$ cat src/rtl/sc_dma_pkg.sv
// rtl/sc_dma_pkg.sv - shared state type and constants for the sc_dmem_dma block-copy engine
package sc_dma_pkg;

  typedef enum logic [2:0] {
    ST_IDLE,
    ST_RD,
    ST_CAP,
    ST_WR,
    ST_VRD,
    ST_VCHK,
    ST_FIN
  } dma_state_e;

  // byte distance between consecutive memory words
  localparam int WORD_STEP = 4;

  // reset contents of the address and data registers
  localparam logic [31:0] ADDR_RST = 32'h0000_0000;
  localparam logic [31:0] DATA_RST = 32'h0000_0000;

endpackage

$ cat src/rtl/sc_dmem_dma_if.sv
// rtl/sc_dmem_dma_if.sv - data-memory port bundle shared by the copy engine and the memory side
interface sc_dmem_dma_if #(
  parameter int ADDR_W = 32,
  parameter int DATA_W = 32
);

  logic [ADDR_W-1:0] maddr;
  logic [DATA_W-1:0] mwdata;
  logic              mwe;
  logic [DATA_W-1:0] mrdata;

  modport master (output maddr, output mwdata, output mwe, input mrdata);
  modport slave  (input maddr, input mwdata, input mwe, output mrdata);

endinterface

$ cat src/rtl/sc_dma_addr_ctr.sv
// rtl/sc_dma_addr_ctr.sv - source/destination pointer pair and remaining-word down-counter
module sc_dma_addr_ctr
  import sc_dma_pkg::*;
#(
  parameter int ADDR_W = 32,
  parameter int CNT_W  = 8
) (
  input  logic              clock,
  input  logic              resetn,
  input  logic              load,
  input  logic              step,
  input  logic [ADDR_W-1:0] src_in,
  input  logic [ADDR_W-1:0] dst_in,
  input  logic [CNT_W-1:0]  cnt_in,
  output logic [ADDR_W-1:0] src,
  output logic [ADDR_W-1:0] dst,
  output logic              last
);

  logic [ADDR_W-1:0] src_q, src_d;
  logic [ADDR_W-1:0] dst_q, dst_d;
  logic [CNT_W-1:0]  rem_q, rem_d;

  // load on an accepted start, advance one word per finished copy; addresses wrap naturally
  always_comb begin
    src_d = src_q;
    dst_d = dst_q;
    rem_d = rem_q;
    if (load) begin
      src_d = src_in;
      dst_d = dst_in;
      rem_d = cnt_in;
    end else if (step) begin
      src_d = src_q + ADDR_W'(WORD_STEP);
      dst_d = dst_q + ADDR_W'(WORD_STEP);
      rem_d = rem_q - CNT_W'(1);
    end
  end

  // pointer and counter registers
  always_ff @(posedge clock) begin
    if (!resetn) begin
      src_q <= ADDR_W'(ADDR_RST);
      dst_q <= ADDR_W'(ADDR_RST);
      rem_q <= '0;
    end else begin
      src_q <= src_d;
      dst_q <= dst_d;
      rem_q <= rem_d;
    end
  end

  assign src  = src_q;
  assign dst  = dst_q;
  // the word in flight is the final one, so the coming step empties the counter
  assign last = (rem_q == CNT_W'(1));

endmodule

$ cat src/rtl/sc_dmem_dma.sv
// rtl/sc_dmem_dma.sv - word block-copy engine on the data-memory port; SC_DMA_VERIFY_EN adds read-back verify
module sc_dmem_dma
  import sc_dma_pkg::*;
#(
  parameter int ADDR_W = 32,
  parameter int DATA_W = 32,
  parameter int CNT_W  = 8
) (
  input  logic                 clock,
  input  logic                 resetn,
  input  logic                 start,
  input  logic [ADDR_W-1:0]    src_addr,
  input  logic [ADDR_W-1:0]    dst_addr,
  input  logic [CNT_W-1:0]     count,
  output logic                 busy,
  output logic                 done,
  output logic                 error,
  sc_dmem_dma_if.master        mem
);

  dma_state_e        state_q, state_d;
  logic [DATA_W-1:0] buf_q, buf_d;
  logic [ADDR_W-1:0] maddr_q, maddr_d;
  logic [ADDR_W-1:0] src_ptr, dst_ptr;
  logic              last;
  logic              accept;
  logic              step;

  assign accept = (state_q == ST_IDLE) && start;

`ifdef SC_DMA_VERIFY_EN
  assign step = (state_q == ST_VCHK);
`else
  assign step = (state_q == ST_WR);
`endif

  sc_dma_addr_ctr #(
    .ADDR_W (ADDR_W),
    .CNT_W  (CNT_W)
  ) u_addr_ctr (
    .clock  (clock),
    .resetn (resetn),
    .load   (accept),
    .step   (step),
    .src_in (src_addr & ~ADDR_W'(3)),
    .dst_in (dst_addr & ~ADDR_W'(3)),
    .cnt_in (count),
    .src    (src_ptr),
    .dst    (dst_ptr),
    .last   (last)
  );

  // state register
  always_ff @(posedge clock) begin
    if (!resetn) state_q <= ST_IDLE;
    else         state_q <= state_d;
  end

  // next-state: read, capture, write (optionally read back and check) per word
  always_comb begin
    state_d = state_q;
    case (state_q)
      ST_IDLE: if (start) state_d = (count == '0) ? ST_FIN : ST_RD;
      ST_RD:   state_d = ST_CAP;
      ST_CAP:  state_d = ST_WR;
`ifdef SC_DMA_VERIFY_EN
      ST_WR:   state_d = ST_VRD;
      ST_VRD:  state_d = ST_VCHK;
      ST_VCHK: state_d = last ? ST_FIN : ST_RD;
`else
      ST_WR:   state_d = last ? ST_FIN : ST_RD;
`endif
      ST_FIN:  state_d = ST_IDLE;
      default: state_d = ST_IDLE;
    endcase
  end

  // outputs: status flags and memory-port drive; the address holds between accesses
  always_comb begin
    busy    = 1'b0;
    done    = 1'b0;
    mem.mwe = 1'b0;
    maddr_d = maddr_q;
    case (state_q)
      ST_RD:   begin busy = 1'b1; maddr_d = src_ptr; end
      ST_CAP:  busy = 1'b1;
      ST_WR:   begin busy = 1'b1; mem.mwe = 1'b1; maddr_d = dst_ptr; end
      ST_VRD:  begin busy = 1'b1; maddr_d = dst_ptr; end
      ST_VCHK: busy = 1'b1;
      ST_FIN:  done = 1'b1;
      default: ;
    endcase
  end

  assign mem.maddr  = maddr_d;
  assign mem.mwdata = buf_q;

  // word buffer captures read data the cycle after the source address was shown
  always_comb begin
    buf_d = buf_q;
    if (state_q == ST_CAP) buf_d = mem.mrdata;
  end

  // datapath registers
  always_ff @(posedge clock) begin
    if (!resetn) begin
      buf_q   <= DATA_W'(DATA_RST);
      maddr_q <= ADDR_W'(ADDR_RST);
    end else begin
      buf_q   <= buf_d;
      maddr_q <= maddr_d;
    end
  end

`ifdef SC_DMA_VERIFY_EN
  logic error_q, error_d;

  // sticky mismatch flag; a new transfer clears it, a mismatch does not stop the copy
  always_comb begin
    error_d = error_q;
    if (accept)                                          error_d = 1'b0;
    else if (state_q == ST_VCHK && mem.mrdata != buf_q)  error_d = 1'b1;
  end

  // error flag register
  always_ff @(posedge clock) begin
    if (!resetn) error_q <= 1'b0;
    else         error_q <= error_d;
  end

  assign error = error_q;
`else
  assign error = 1'b0;
`endif

endmodule
$ cat src/flat_wrapper.sv
// flat-port wrapper written by rule: the top's interface ports become plain ports
module sc_dmem_dma_flat import sc_dma_pkg::*;
#(
  parameter int ADDR_W = 32,
  parameter int DATA_W = 32,
  parameter int CNT_W  = 8
)
  (clock, resetn, start, src_addr, dst_addr, count, busy, done, error, mem_maddr, mem_mwdata, mem_mwe, mem_mrdata);
  sc_dmem_dma_if #(.ADDR_W(ADDR_W), .DATA_W(DATA_W)) mem_i ();
  input  logic clock;
  input  logic resetn;
  input  logic start;
  input  logic [ADDR_W-1:0] src_addr;
  input  logic [ADDR_W-1:0] dst_addr;
  input  logic [CNT_W-1:0] count;
  output logic busy;
  output logic done;
  output logic error;
  output wire logic [$bits(mem_i.maddr)-1:0] mem_maddr;
  output wire logic [$bits(mem_i.mwdata)-1:0] mem_mwdata;
  output wire logic [$bits(mem_i.mwe)-1:0] mem_mwe;
  input wire logic [$bits(mem_i.mrdata)-1:0] mem_mrdata;
  assign mem_maddr = mem_i.maddr;
  assign mem_mwdata = mem_i.mwdata;
  assign mem_mwe = mem_i.mwe;
  assign mem_i.mrdata = mem_mrdata;
  sc_dmem_dma #(.ADDR_W(ADDR_W), .DATA_W(DATA_W), .CNT_W(CNT_W)) u_core (.clock(clock), .resetn(resetn), .start(start), .src_addr(src_addr), .dst_addr(dst_addr), .count(count), .busy(busy), .done(done), .error(error), .mem(mem_i));
endmodule
$ cat config.mk
export PLATFORM = sky130hd
export DESIGN_NAME = sc_dmem_dma_flat
export DESIGN_NICKNAME = d
export VERILOG_FILES = /design/src/rtl/sc_dma_pkg.sv /design/src/rtl/sc_dmem_dma_if.sv /design/src/rtl/sc_dma_addr_ctr.sv /design/src/rtl/sc_dmem_dma.sv /design/src/flat_wrapper.sv
export SDC_FILE = /design/constraint.sdc
export NUM_CORES = 1
export LEC_CHECK = 0
export CAP_MARGIN = 25
export CORE_ASPECT_RATIO = 0.7
export CORE_UTILIZATION = 49
export CTS_CLUSTER_DIAMETER = 120
export DETAILED_ROUTE_END_ITERATION = 7
export GPL_TIMING_DRIVEN = 0
export PLACE_DENSITY = 0.8
export SYNTH_ARGS = -nofsm -noshare
export SYNTH_HDL_FRONTEND = slang
export SYNTH_SLANG_ARGS = --single-unit
$ cat constraint.sdc
create_clock -name clock -period 2.4 [get_ports clock]
set_input_delay 0.48 -clock clock [delete_from_list [all_inputs] [get_ports clock]]
set_output_delay 0.48 -clock clock [all_outputs]
set_load 0.005 [all_outputs]
==> run metrics <==
distinct cell type count after synthesis=62; most common cell after layout, fill and taps aside=clkdlybuf4s50_1; TritonCTS Sinks=135; Tmin final=2.59 ns; hold_buf cts=0; IO Port Bufs=168; CP max FO=5; fin area=10000 um^2; Cells after Synth=851; Final Hold Vio Count=0; max cap viols=0; HPWL after DPL=16.8 mm; status=complete, but fails checks; area added between synthesis and finish=50.8%; crit start category=flop; Hold Crit Class=reg -> reg; post-synthesis sequential area ratio=0.407; root buffer cell=clkbuf_16; initial core utilization=0.504; Top Ports=175; total number of vias=7983; clk_lat worst skew=0.43 ns; CTS buffer count=17; unrepaired setup endpoints after global routing=yes; DRT antenna net count=0; share of layout cells above drive strength 1=0.208; Total Routing Usage GR=0.362; die area=14000 um^2; crit path kind=reg -> out; Post-Syn Area=6650 um^2; Post-Route WL=approximately 26 mm; DP Area=approximately 8600 um^2; FF+latch count, synth=135; global-route wire length before repair=38.9 mm; final core utilization=0.760; Worst setup EP type=output port; VDD IR max=about 0.54 mV; Tcrit/Tclk final=1.08; n_diodes=0; Top FF cell, synth=dfxtp_1; Die H=99.4 um; vias in the first global route=7165; routed len/inst=20.8 um; DR pass1 iterations=7; H-tree lvl count=4; Worst Path Required=roughly 1.9 ns; Core Rows=35; Post-synth EDFFs=0; Bufs on Longest Clock Path=2; post-synthesis net count=962; initial antenna violation count=0; Setup WS post-layout=-0.186 ns; final net count=around 1200; TritonCTS clock tree=done; Avg Cell Area, Syn=7.81 um^2; Worst Path Arrival=2.11 ns; Ys Warns=0; Rel. slew slack=0.319; most frequent cells in the layout=136 x clkdlybuf4s50_1, 132 x nand2_1, 131 x dfxtp_1; worst slew pin tran=1.01 ns; routed vias/inst=6.28; CORE AREA=roughly 13000 um^2; failing checks=negative setup slack; chip width=between 100 and 150 um; pin count of the biggest net entering global routing=20; Worst-path clk slew=0.07 ns; grt total ovfl=0; pins over their slew limit=0; initial DRC count=1170; asr flop ratio synth=0; clock skew=0.00858 ns; endpoints failing setup=47; DRC=0; Cell Pwr Density=684 nW/um^2; P_leak=around 3.8 nW; Max Clk Rate=0.387 GHz; Final GP Congestion=0.956
[state kept, by name (all words and copies together) (netlist names)]
| signal | flops |
|---|---|
| u_core.maddr_q | 32 |
| u_core.u_addr_ctr.src | 30 |
| u_core.u_addr_ctr.dst | 30 |
| u_core.u_addr_ctr.rem_q | 8 |
| u_core.state_q | 3 |
| u_core.mem.mwdata | 32 |
[cells by family (layout without fill, tap and decap cells)]
group,count (synthesis),in the layout,synth area share
other cells,1,1,0.000564
mux,8,8,0.0136
compound gates,254,254,0.239
fa+ha+maj,4,4,0.00753
xor+xnor,14,14,0.0185
simple gates,357,357,0.266
buf+inv,78,313,0.0488
flops,135,135,0.407
[power breakdown]
group          total, mW  switching, mW  internal [mW]
clock               2.72           1.08           1.64
combinational       1.53          0.809          0.718
sequential          2.60          0.197           2.41
[path summary, 6_finish.rpt]
kind | start | end | slack (ns) | cells after the start
max | u_core.state_q[2] | mem_maddr[12] | -0.19 | 9
min | u_core.mem.mwdata[13] | u_core.mem.mwdata[13] | 0.45 | 2
max reg2reg | u_core.u_addr_ctr.dst[3] | u_core.u_addr_ctr.dst[30] | 0.07 | 6
min reg2reg | u_core.mem.mwdata[13] | u_core.mem.mwdata[13] | 0.45 | 2
[cell type report]
type                    instances  area [um^2]
plain buffers                  62          402
clock buffers                  18          429
clock inverters                14          173
fillers                       917         3160
inverters                      12         45.0
multi-input cells             638         4020
flip-flops and latches        135         2720
well taps                     185          231
repair buffers                207         2010
[layer usage]
layer  wire (um)  share of wire  track usage  vias up
met4         864          0.033        0.130        0
met3        3940           0.15        0.116       96
met1       10500           0.40        0.501     3682
met2       11100           0.42        0.527      636
met5           0              0            0        -
li1            -              -            -     3569
[worst max-delay path, cell delays in order, from the launching register on]
cell and delay, ns:
dfxtp_4 0.37, nand3b_1 0.20, inv_2 0.08, a21o_4 0.22, buf_12 0.14, clkbuf_16 0.16
buf_6 0.11, a22oi_2 0.18, nand2_1 0.09, buf_2 0.13
[per-stage QoR]
stage          cells  TNS (ns)  setup slack [ns]  hold slack (ns)  power [mW]
2_1_floorplan    851         0             0.458            0.444        3.18
3_3_place_gp    1204    -44.56            -0.771            0.441        3.76
3_5_place_dp    1204    -45.40            -0.768            0.447        3.78
4_1_cts         1262    -0.497           -0.0803            0.454        6.62
5_1_grt         1271     -5.37            -0.234            0.473        7.07
6_report        1271     -3.22            -0.186            0.453        6.85
[cells in the mapped netlist, types with 10 or more instances]
master / n / area share
a22oi_1: 50 / 0.056
nand2_1: 175 / 0.099
buf_2: 22 / 0.017
a21oi_1: 115 / 0.087
and3_1: 10 / 0.0094
a31oi_1: 11 / 0.010
inv_1: 10 / 0.0056
nand3_1: 25 / 0.019
and4_1: 10 / 0.013
nor2_1: 38 / 0.021
nand4_1: 28 / 0.026
nor4_1: 19 / 0.018
clkbuf_1: 42 / 0.024
o21ai_0: 15 / 0.011
nor3_1: 11 / 0.0083
dfxtp_1: 135 / 0.41
[what timing repair did]
item                                    CTS  global route
pin swaps                                20            37
endpoints found under the setup margin   56            60
resized for setup                       201            99
cloned                                    3             2
buffers inserted                         25            10
Note: power is estimated with default switching activity, not from simulation.
